$ cat src/rtl/link_return_stack.sv
// Return-address stack for MIPS call/return pairs: pushes PC+8 on committed
// linking instructions, pops on JR/JALR $31 and reports the verified prediction.
module link_return_stack #(
    parameter int unsigned DEPTH = 8,
    parameter int unsigned PTR_W = $clog2(DEPTH)
) (
    input  logic               clk,
    input  logic               reset,
    input  logic               instr_valid,
    input  logic [31:0]        instruction,
    input  logic [31:0]        pc,
    input  logic [31:0]        rs_value,
    output logic               predict_valid,
    output logic [31:0]        predict_addr,
    output logic               mispredict,
    output logic [PTR_W:0]     count,
    output logic               empty,
    output logic               full
);

    localparam int unsigned CNT_W = PTR_W + 1;

    logic [31:0]      r_mem [DEPTH];
    logic [PTR_W-1:0] r_tp;
    logic [CNT_W-1:0] r_count;
    logic             r_predict_valid;
    logic [31:0]      r_predict_addr;
    logic             r_mispredict;

    logic [5:0]       w_opcode;
    logic [4:0]       w_rs;
    logic [4:0]       w_rt;
    logic [4:0]       w_rd;
    logic [5:0]       w_funct;
    logic             w_jal;
    logic             w_regimm_link;
    logic             w_jalr;
    logic             w_jr;
    logic             w_push;
    logic             w_pop;
    logic             w_empty;
    logic             w_full;
    logic [PTR_W-1:0] w_top_idx;
    logic [31:0]      w_top;
    logic [31:0]      w_link_addr;

    // Instruction field decode
    assign w_opcode = instruction[31:26];
    assign w_rs     = instruction[25:21];
    assign w_rt     = instruction[20:16];
    assign w_rd     = instruction[15:11];
    assign w_funct  = instruction[5:0];

    assign w_jal         = (w_opcode == 6'b000011);
    assign w_regimm_link = (w_opcode == 6'b000001) &&
                           ((w_rt == 5'b10000) || (w_rt == 5'b10001));
    assign w_jalr        = (w_opcode == 6'b000000) && (w_funct == 6'b001001);
    assign w_jr          = (w_opcode == 6'b000000) && (w_funct == 6'b001000);

    assign w_push = instr_valid &&
                    (w_jal || w_regimm_link || (w_jalr && (w_rd == 5'd31)));
    assign w_pop  = instr_valid && (w_jr || w_jalr) && (w_rs == 5'd31);

    assign w_empty     = (r_count == CNT_W'(0));
    assign w_full      = (r_count == CNT_W'(DEPTH));
    assign w_top_idx   = r_tp - PTR_W'(1);
    assign w_top       = r_mem[w_top_idx];
    assign w_link_addr = 32'(pc + 32'd8);

    // Stack storage, pointer/count update and registered prediction
    always_ff @(posedge clk or posedge reset) begin
        if (reset) begin
            for (int i = 0; i < int'(DEPTH); i++) begin
                r_mem[i] <= 32'd0;
            end
            r_tp            <= '0;
            r_count         <= '0;
            r_predict_valid <= 1'b0;
            r_predict_addr  <= 32'd0;
            r_mispredict    <= 1'b0;
        end else begin
            r_predict_valid <= w_pop;
            if (w_pop) begin
                if (w_empty) begin
                    r_predict_addr <= 32'd0;
                    r_mispredict   <= 1'b1;
                end else begin
                    r_predict_addr <= w_top;
                    r_mispredict   <= (w_top != rs_value);
                end
            end

            if (w_push && !w_pop) begin
                r_mem[r_tp] <= w_link_addr;
                r_tp        <= r_tp + PTR_W'(1);
                if (!w_full) begin
                    r_count <= r_count + CNT_W'(1);
                end
            end else if (w_pop && !w_push) begin
                if (!w_empty) begin
                    r_tp    <= w_top_idx;
                    r_count <= r_count - CNT_W'(1);
                end
            end else if (w_pop && w_push) begin
                // Link address replaces the slot just popped; empty stack grows to one
                if (w_empty) begin
                    r_mem[r_tp] <= w_link_addr;
                    r_tp        <= r_tp + PTR_W'(1);
                    r_count     <= CNT_W'(1);
                end else begin
                    r_mem[w_top_idx] <= w_link_addr;
                end
            end
        end
    end

    assign predict_valid = r_predict_valid;
    assign predict_addr  = r_predict_addr;
    assign mispredict    = r_mispredict;
    assign count         = r_count;
    assign empty         = w_empty;
    assign full          = w_full;

endmodule

$ cat config.mk
export PLATFORM = sky130hd
export DESIGN_NAME = link_return_stack
export DESIGN_NICKNAME = d
export VERILOG_FILES = /design/src/rtl/link_return_stack.sv
export SDC_FILE = /design/constraint.sdc
export NUM_CORES = 1
export LEC_CHECK = 0
export ABC_CLOCK_PERIOD_IN_PS = 13100
export CAP_MARGIN = 5
export CORE_MARGIN = 2
export CORE_UTILIZATION = 59
export CTS_BUF_LIST = sky130_fd_sc_hd__clkbuf_8
export CTS_CLUSTER_SIZE = 28
export DETAILED_ROUTE_END_ITERATION = 8
export HOLD_SLACK_MARGIN = 0.12
export PLACE_DENSITY = 0.94
export SLEW_MARGIN = 20
export SYNTH_ARGS = -nofsm -noshare
export SYNTH_HDL_FRONTEND = slang
export SYNTH_SLANG_ARGS = --single-unit
$ cat constraint.sdc
create_clock -name clk -period 13.1 [get_ports clk]
set_clock_uncertainty 0.2 [all_clocks]
set_input_delay 2.62 -clock clk [delete_from_list [all_inputs] [get_ports clk]]
set_output_delay 2.62 -clock clk [all_outputs]
set_load 0.005 [all_outputs]
Word level (Yosys, flattened, before mapping) --
Index checks and enable logic that the tools add are counted.
Storage, ports and cells: word-level logic and storage cells 89, bits of input ports 99, register bits 297, output and inout port bits 40
Cells by class: muxes and demuxes 26, $lt $le $gt $ge 4, add/sub/neg operators 5, equality and inequality tests 13, bitwise operators 2, reductions and logical operators 26
Operators with widths (number):
- two-way mux 256 bit | 4
- bitwise mux 256 bit | 2
- demux 32 bit (select 3 bit) | 2
- two-way mux 32 bit | 5
- binary-select mux 32 bit (select 3 bit) | 1
- adder 32 x 4 -> 32 bit, second input constant | 1
- inequality test 32 bit | 1
- two-way mux 4 bit | 6
- == test 5 bit, second input constant | 4
- two-way mux 3 bit | 5
- == test 6 x 4 -> 1 bit, second input constant | 2
- logical AND 1 bit | 12
- greater-or-equal comparator 4 bit, second input constant | 2
- less-than comparator 4 x 1 -> 1 bit, second input constant | 2
- inverter 3 -> 4 bit | 2
- == test 6 x 1 -> 1 bit, second input constant | 1
- == test 6 x 2 -> 1 bit, second input constant | 1
- zero test 6 bit | 1
- nonzero test 3 bit | 2
- adder 4 x 1 -> 4 bit, second input constant | 1
- == test 4 bit, second input constant | 1
- zero test 4 bit | 1
- logical OR 1 bit | 4
- inequality test 2 bit, second input constant | 2
- 10 further kinds | 11

Longest topological paths before layout --
Gate-level depths: netlist of run 1.
depth in word-level cells 11, depth in mapped cells 19, gate-level depth less buffers 10

Least setup slack after synthesis of run 1 --
OpenSTA, ideal clock, no wires.
path type in2reg, from input instruction[31], to register r_mem[128] in the netlist's numbering, data required time 12.775 ns, path buffers 1, library setup time 0.125 ns, setup slack 8.256 ns, stages 7, data arrival time 4.519 ns, path through nor4_2 > and4_1 > nand3_1 > or3_1 > a21oi_2 > buf_4 > mux2_2
Between the ends: word-level cells in the longest chain between the ends 9, elaborated cells between the ends (all ways) 22, those cells by class 3 x eq/ne; 1 x mux; 18 x reduce/logical
RTL lines:
- start, declared | RTL line 10 | input logic [31:0] instruction,
- == test 6 x 1 -> 1 bit or zero test 6 bit (tied branches) | RTL line 55, 57, 58
- logical AND 1 bit (on tied branches) | RTL line 55, 57, 58
- logical OR 1 bit (tied with other cells) | RTL line 61 | (w_jal || w_regimm_link || (w_jalr && (w_rd == 5'd31)));
- logical OR 1 bit or logical AND 1 bit (tied branches) | RTL line 61, 62
- logical AND 1 bit (on tied branches) | RTL line 60, 62
- zero test 1 bit (on tied branches) | RTL line 99, 93
- logical AND 1 bit (on tied branches) | RTL line 99, 93
- inequality test 2 bit (no line) or nonzero test 2 bit (tied branches)
- AND reduction 2 bit (no line)
- end signal, assigned by index | RTL line 94 | r_mem[r_tp] <= w_link_addr;
- end signal, assigned by index | RTL line 107 | r_mem[r_tp] <= w_link_addr;
- end signal, assigned by index | RTL line 111 | r_mem[w_top_idx] <= w_link_addr;
- end, declared | RTL line 23 | logic [31:0] r_mem [DEPTH];
Parallel ways exist; a longest one is shown, timed or not. A chain may end at the register's enable or synchronous reset.

Worst setup path in the final report of run 1 --
from input pc[3], to register r_mem[30] in the netlist's numbering
Between the ends: word-level cells in the longest chain between the ends 6, elaborated cells between the ends (all ways) 7, those cells by class 1 x add/sub; 6 x mux
RTL lines:
- start, declared | RTL line 11 | input logic [31:0] pc,
- adder 32 x 4 -> 32 bit * | RTL line 68 | assign w_link_addr = 32'(pc + 32'd8);
- bitwise mux 256 bit (on tied branches) | RTL line 111, 94, 107
- two-way mux 256 bit | RTL line 106 | if (w_empty) begin
- two-way mux 256 bit | RTL line 104 | end else if (w_pop && w_push) begin
- two-way mux 256 bit | RTL line 99 | end else if (w_pop && !w_push) begin
- two-way mux 256 bit * | RTL line 93 | if (w_push && !w_pop) begin
Mark *: on every way between the ends. The rest lies on a longest branch, timed or not. The select of a mux whose other input is x is not followed.

==> summary.md, run 1 <==
| Metric | Value |
|---|---|
| HPWL reported at the end of detailed placement | 24,200 um |
| Final slew viol count | 0 |
| Type of destination of the critical path | flop |
| Period Utilization, post-route | 0.472 |
| Start of the worst register-to-register path | r_tp[0] |
| Count of non-filler cells in the finished layout | roughly 1.8k |
| Post-synthesis cell area | 14,200 um2 |
| Max stage delay cell, worst path | sky130_fd_sc_hd__nor3_1 |
| Required time of the worst setup path | roughly 13,000 ps |
| Total routed wirelength | 41,700 um |
| Post-CTS repair timing setup buffer count | 0 |
| CTS tree | done |
| R2R setup slack | 7930 ps |
| Register bit count reported by yosys | ~300 |
| Launch point of the worst path | pc[3] |
| Chip Width | between 150 and 200 um |
| Number of sinks on the clock net | between 200 and 300 |
| Largest voltage drop on the vdd net | 77.4 uV |
| Cell breakdown of the critical path | clkdlybuf4s50_1 > nand4_1 > nor2_1 > nand3_1 > nor3_1 > nand2_1 > xor2_1 > o21ai_0 |
| Avg Cell Area, Syn | around 10 um2 |
| Residual DRC | 0 |
| Cells taking the most area after synthesis | sky130_fd_sc_hd__dfrtp_1, sky130_fd_sc_hd__mux4_2, sky130_fd_sc_hd__a21oi_1 |
| Share of post-route cells with drive strength above 1 | 0.122 |
| Clock-pin transition on the worst setup and hold timing paths | 70 ps |
| Input/output buffers | between 100 and 150 |
| Number of warnings printed during yosys synthesis | 0 |
| Setup Crit Path Kind | in2reg |
| Setup repair after global routing missed its margin | false |
| Footprint of the flip-flops and latches | about 7400 um2 |
| Max Root-Sink Buffers | 3 |
| Depth of the most critical reg-to-reg path | 10 |
| Initial Utilization | 0.602 |
| Static leakage | roughly 7.3 nW |
| Family of cells with the greatest summed delay on the critical path | simple AND/OR/NAND/NOR gates |
| Crit path arrival time | 6390 ps |
| Hold Path Class | reg2reg |
| Die Span Y | ~160 um |
| Instance count of the mapped netlist | 1,357 |
| # Max-Cap Violations | 0 |
| Largest stage delay on the critical path | just over 800 ps |
| Number of buffers created by CTS | 46 |
| Routed wire length per instance | around 23 um |
| Post-cts repair resize count | 0 |
| Core utilization of the finished layout | 0.706 |
| Global-route wire length before repair | approximately 66,000 um |
| Fraction of synthesis flops using an asynchronous set or reset pin | 1.00 |
| Number of global-route vias before repair | approximately 12k |
| Post-synthesis cell type with the largest combined area | sky130_fd_sc_hd__dfrtp_1 |
| Area of the core | between 20,000 and 25,000 um2 |
| 1st-iter DRT viols | 1,613 |
| Remaining global-route overflow | 0 |
| Number of enable flip-flop cells after synthesis | 0 |
| 1st-pass router iterations | 7 |
| Number of hold-slack violations in the final timing report | 0 |
| Final critical-path required period | between 6000 and 7000 ps |
| Primary flip-flop cell chosen by synthesis mapping | sky130_fd_sc_hd__dfrtp_1 |
| Hold-fix buffer count after cts | 0 |
| Setup TNS | 0 ps |
| Syn-to-layout area delta | 17.2% |
| Global-route usage over all layers | 0.333 |
| Most numerous cell in the Yosys netlist | sky130_fd_sc_hd__dfrtp_1 |
| Synth unique cells | 56 |
| Clock latency of the later-clocked register in the worst-skew pair | around 580 ps |
| Worst Setup EP | r_mem[30] |
| Net count of the mapped netlist | 1,462 |
| Number of cells on the critical path | 8 |
| Antenna Diode Count | 0 |
| Count of endpoints failing setup in the final report | 0 |
| Final Wtd Congestion | ~0.8 |
| Inst Count DP | roughly 1.7k |
| Die Area | between 20,000 and 30,000 um2 |
| Actual transition at the worst max-transition pin | 1130 ps |
| Largest net degree at the start of global routing | 101 |
| Row count | between 50 and 60 |
| CP bufs+invs | 1 |
| Maximum net fanout on the critical path | 11 |
| Fillers | roughly 1.5k |
| Fraction of the yosys area taken by sequential cells | 0.524 |
| Worst relative slew slack | 0.244 |
| Leading post-synthesis cells by instance count | sky130_fd_sc_hd__dfrtp_1, sky130_fd_sc_hd__nor2_1, sky130_fd_sc_hd__a21oi_1 |
| Final nets | around 1.6k |
| Launching element type of the critical path | input port |
| Critical R2R Capture | mispredict |
| Vias per inst | ~6.6 |
| Area of the multi-input gates | around 6300 um2 |
| Total number of vias | around 12k |
| Achievable frequency | between 0.15 and 0.2 GHz |
| # IOs | around 140 |
| Number of antenna-violating nets in the routed design | 0 |
| Proportion of netlist area held by the largest area contributor | 0.524 |
| Initial antenna violation count | 0 |
| Maximum level of the CTS H-tree | 2 |
| Pwr/cell area | 140 nW/um2 |
| Clk root buf | sky130_fd_sc_hd__clkbuf_8 |
| Outcome | finished, final reports clean |
[registers in the layout, indices dropped and copies added (netlist names)]
register       flops
r_mem            256
count              4
mispredict         1
predict_addr      32
r_tp               3
predict_valid      1
[cell type report]
class / count / share of cell area
well taps: 319 / 0.0240
clock buffers: 62 / 0.0514
flip-flops and latches: 297 / 0.447
repair buffers: 151 / 0.0883
clock inverters: 22 / 0.00617
inverters: 10 / 0.00271
multi-input cells: 957 / 0.380
[stage by stage]
| stage | power (mW) | hold WS [ps] | area [um2] | setup slack [ps] |
|---|---|---|---|---|
| after global routing | 2.39 | 307 | 16600 | 6890 |
| final | 2.32 | 278 | 16600 | 6920 |
| after CTS | 2.31 | 283 | 16600 | 7140 |
| after detailed placement | 1.52 | 269 | 15700 | 6580 |
| after floorplan | 1.37 | 242 | 14200 | 2080 |
| after global placement | 1.50 | 256 | 15700 | 6620 |
[layer usage]
metal / vias to the layer above / track usage / routed length, um
met5: - / 0 / 0
met2: 954 / 0.546 / 20100
li1: 5002 / - / -
met4: 0 / 0.179 / 2510
met3: 256 / 0.0912 / 4830
met1: 5801 / 0.406 / 14300
[how the worst min path moves through the flow]
stage	to	cells after the start	slack [ps]	startpoint
4_1_cts	predict_addr[20]	2	280	predict_addr[20]
2_1_floorplan	r_mem[173]	2	240	r_mem[173]
3_5_place_dp	predict_addr[20]	2	270	predict_addr[20]
5_1_grt	r_mem[60]	2	310	r_mem[60]
6_report	predict_addr[20]	2	280	predict_addr[20]
3_3_place_gp	r_mem[61]	2	260	r_mem[61]
[worst register-to-register path, stage by stage, from the launching register on]
cell                        delay [ps]
sky130_fd_sc_hd__dfrtp_4           870
sky130_fd_sc_hd__inv_1             220
sky130_fd_sc_hd__ha_4              560
sky130_fd_sc_hd__buf_4             730
sky130_fd_sc_hd__mux4_1            810
sky130_fd_sc_hd__xor2_1            200
sky130_fd_sc_hd__nor4_2            430
sky130_fd_sc_hd__o22ai_1           140
sky130_fd_sc_hd__or4_1             580
sky130_fd_sc_hd__nor4_2            190
sky130_fd_sc_hd__a2bb2oi_1         100
[where the power goes]
group          total (mW)  internal [mW]  switching [mW]
logic               0.515          0.201           0.314
registers            1.01          0.963          0.0491
clock network       0.794          0.423           0.370
total                2.32           1.59           0.733
[cells by family after synthesis]
logic type	Yosys count	share of synthesized area
AOI/OAI and AO/OA	327	0.127
adders and majority gates	6	0.00530
buffers and inverters	103	0.0372
and+or+nand+nor	428	0.133
xor gates and xnor gates	80	0.0505
muxes	116	0.123
DFF	297	0.524
[cell usage in the layout, fill, tap and decap left out, drive strengths merged, types with 10 or more instances in the layout]
cell,n
dfrtp,297
nor2,161
a21oi,155
nand2,144
clkdlybuf4s50,132
o21ai,127
clkbuf,62
nand3,50
xnor2,45
mux4,42
mux2i,40
xor2,35
mux2,34
inv,24
nand4,20
buf,19
nor3,12
a22o,10
Power figures use the tool's default switching activity.
==> inputs of run 2 (changes only) <==
Settings changed: ABC_CLOCK_PERIOD_IN_PS 13100 to 5200, CORE_UTILIZATION 59 to 54, PLACE_DENSITY 0.94 to 0.91.
Clock period 13.1 ns to 5.2 ns, I/O delays scaled along.
==> run 2 against run 1 <==
Against the previous run:
- non-clock buffer count up 28
- highest routed layer unchanged
- clock-buffer cell count down 7
- largest power group unchanged
- register-to-register slack worse by 6900 ps
- first-iteration DRC count down 15%
- final area up 1.3%
- critical path type unchanged
- sequential power up 150%
- final cell count up 1.7%
==> summary.md, run 2 (same netlist as run 1, synthesis figures left out) <==
| Metric | Value |
|---|---|
| Antenna Diode Count | 0 (unchanged) |
| Input/output buffers | 132 (unchanged) |
| Chip Width | 166 um (+4.4%) |
| Actual transition at the worst max-transition pin | 809 ps (-322 ps) |
| HPWL reported at the end of detailed placement | 25,800 um (+6.4%) |
| Syn-to-layout area delta | 18.8% |
| 1st-pass router iterations | 6 (-1) |
| Start of the worst register-to-register path | r_tp[1] |
| Critical R2R Capture | mispredict |
| Final slew viol count | 0 (unchanged) |
| Worst hold margin | 276 ps (-1.97 ps) |
| Post-CTS repair timing setup buffer count | 0 (unchanged) |
| Global-route wire length before repair | 63,200 um (-4.8%) |
| # Max-Cap Violations | 0 (unchanged) |
| Initial Utilization | 0.547 (-0.0550) |
| Depth of the most critical reg-to-reg path | 10 (unchanged) |
| Achievable frequency | 0.243 GHz |
| Post-cts repair resize count | 0 (unchanged) |
| Share of post-route cells with drive strength above 1 | 0.130 (+0.00812) |
| Period Utilization, post-route | 0.793 |
| Count of non-filler cells in the finished layout | 1,848 (+1.7%) |
| Global-route usage over all layers | 0.287 (-0.0466) |
| Clock latency of the later-clocked register in the worst-skew pair | 570 ps (about the same) |
| Die Span Y | 166 um (+4.4%) |
| Setup TNS | 0 ps (unchanged) |
| Crit path arrival time | 4380 ps (-2010 ps) |
| Number of global-route vias before repair | 12.0k (-2.4%) |
| CTS tree | done |
| Largest register FFs | 256 (unchanged) |
| Row count | 59 (+5.4%) |
| Inst Count DP | 1,778 (+2.5%) |
| Worst relative slew slack | 0.459 (+0.215) |
| Die Area | 27,600 um2 (+9.0%) |
| Beginning of the worst hold path | predict_addr[6] |
| Vias per inst | 6.34 (-4.0%) |
| Final critical-path required period | between 4000 and 5000 ps |
| Worst-case hold path end point | predict_addr[6] |
| Hold Path Class | reg2reg |
| Total routed wirelength | 39,400 um (-5.4%) |
| Required time of the worst setup path | 5460 ps (-7850 ps) |
| Worst hold path cell count | 2 (unchanged) |
| Number of antenna-violating nets in the routed design | 0 (unchanged) |
| Clk root buf | sky130_fd_sc_hd__clkbuf_8 |
| Maximum net fanout on the critical path | 26 (+15) |
| Routed wire length per instance | 21.3 um (-6.9%) |
| Number of hold-slack violations in the final timing report | 0 (unchanged) |
| Pwr/cell area | 340 nW/um2 (+140%) |
| Area of the core | 25,900 um2 (+10%) |
| Most frequent cells in the layout | sky130_fd_sc_hd__dfrtp_1, sky130_fd_sc_hd__nor2_1, sky130_fd_sc_hd__a21oi_1 |
| Largest voltage drop on the vdd net | 270 uV (+250%) |
| Number of sinks on the clock net | 297 (unchanged) |
| R2R setup slack | 1080 ps (-6850 ps) |
| 1st-iter DRT viols | 1,375 (-15%) |
| Clock-pin transition on the worst setup and hold timing paths | 60 ps (about the same) |
| Count of endpoints failing setup in the final report | 0 (unchanged) |
| Residual DRC | 0 (unchanged) |
| Max Root-Sink Buffers | 3 (unchanged) |
| Initial antenna violation count | 0 (unchanged) |
| Remaining global-route overflow | 0 (unchanged) |
| Setup repair after global routing missed its margin | false |
| Number of buffers created by CTS | 46 (unchanged) |
| Total number of vias | 11.7k (-2.4%) |
| Static leakage | 7.37 nW (+1.6%) |
| Type of destination of the critical path | flop |
| Most common library cell in the layout ignoring fill and taps | sky130_fd_sc_hd__dfrtp_1 |
| Final nets | 1,596 (+1.8%) |
| # IOs | 139 (unchanged) |
| Largest net degree at the start of global routing | 112 (+11%) |
| Final Wtd Congestion | 0.865 (+5.8%) |
| Tot Pwr | 5.72 mW (+150%) |
| Maximum level of the CTS H-tree | 2 (unchanged) |
| Setup Crit Path Kind | in2reg |
| Register bank with the most flops | r_mem |
| Hold-fix buffer count after cts | 0 (unchanged) |
| Launching element type of the critical path | input port |
| Outcome | finished, final reports clean |
run 2: cell type report:
class | instances | area [um2]
clock buffer | 55 | 757
clock inverter | 15 | 87.6
fill | 1780 | 9070
inverter | 10 | 41.3
multi-input combinational | 957 | 6310
sequential | 297 | 7440
tap | 335 | 419
timing repair buffer | 179 | 1790
run 2: worst max-delay path: stages:
cell and delay, ps:
sky130_fd_sc_hd__clkdlybuf4s50_1 490, sky130_fd_sc_hd__nand4_1 90, sky130_fd_sc_hd__nor3b_1 530, sky130_fd_sc_hd__nand3_1 530
sky130_fd_sc_hd__or3_1 560, sky130_fd_sc_hd__a21oi_4 170, sky130_fd_sc_hd__buf_4 350, sky130_fd_sc_hd__buf_4 370
sky130_fd_sc_hd__nor2_1 80, sky130_fd_sc_hd__a21oi_1 150
run 2: how the worst max path moves through the flow:
stage,endpoint,startpoint,cells after the start
floorplan,count[0],reset,1
global placement,r_mem[111],instruction[31],9
detailed placement,r_mem[122],instruction[24],10
CTS,mispredict,r_tp[1],10
global route,mispredict,r_tp[1],10
finish,r_mem[122],instruction[24],10
run 2: per-layer routing:
| metal | global-route usage | share of wire | vias up |
|---|---|---|---|
| met1 | 0.357 | 0.37 | 5756 |
| li1 | - | - | 5048 |
| met3 | 0.0620 | 0.095 | 160 |
| met2 | 0.469 | 0.48 | 756 |
| met5 | 0 | 0 | - |
| met4 | 0.160 | 0.055 | 0 |
run 2: per-stage QoR:
| stage | instance area, um2 | setup slack, ps | utilization |
|---|---|---|---|
| 2_1_floorplan | 14200 | 14.9 | - |
| 6_report | 16800 | 1080 | 0.650 |
| 5_1_grt | 16800 | 925 | 0.650 |
| 4_1_cts | 16800 | 1120 | 0.650 |
| 3_5_place_dp | 16000 | 614 | 0.617 |
| 3_3_place_gp | 16000 | 805 | 0.617 |
run 2: power breakdown:
group          internal, mW  switching (mW)  leakage, nW
Clock                 0.992           0.867        0.483
Combinational         0.540           0.813         2.79
Sequential             2.43          0.0807         4.10
Total                  3.96            1.76         7.37
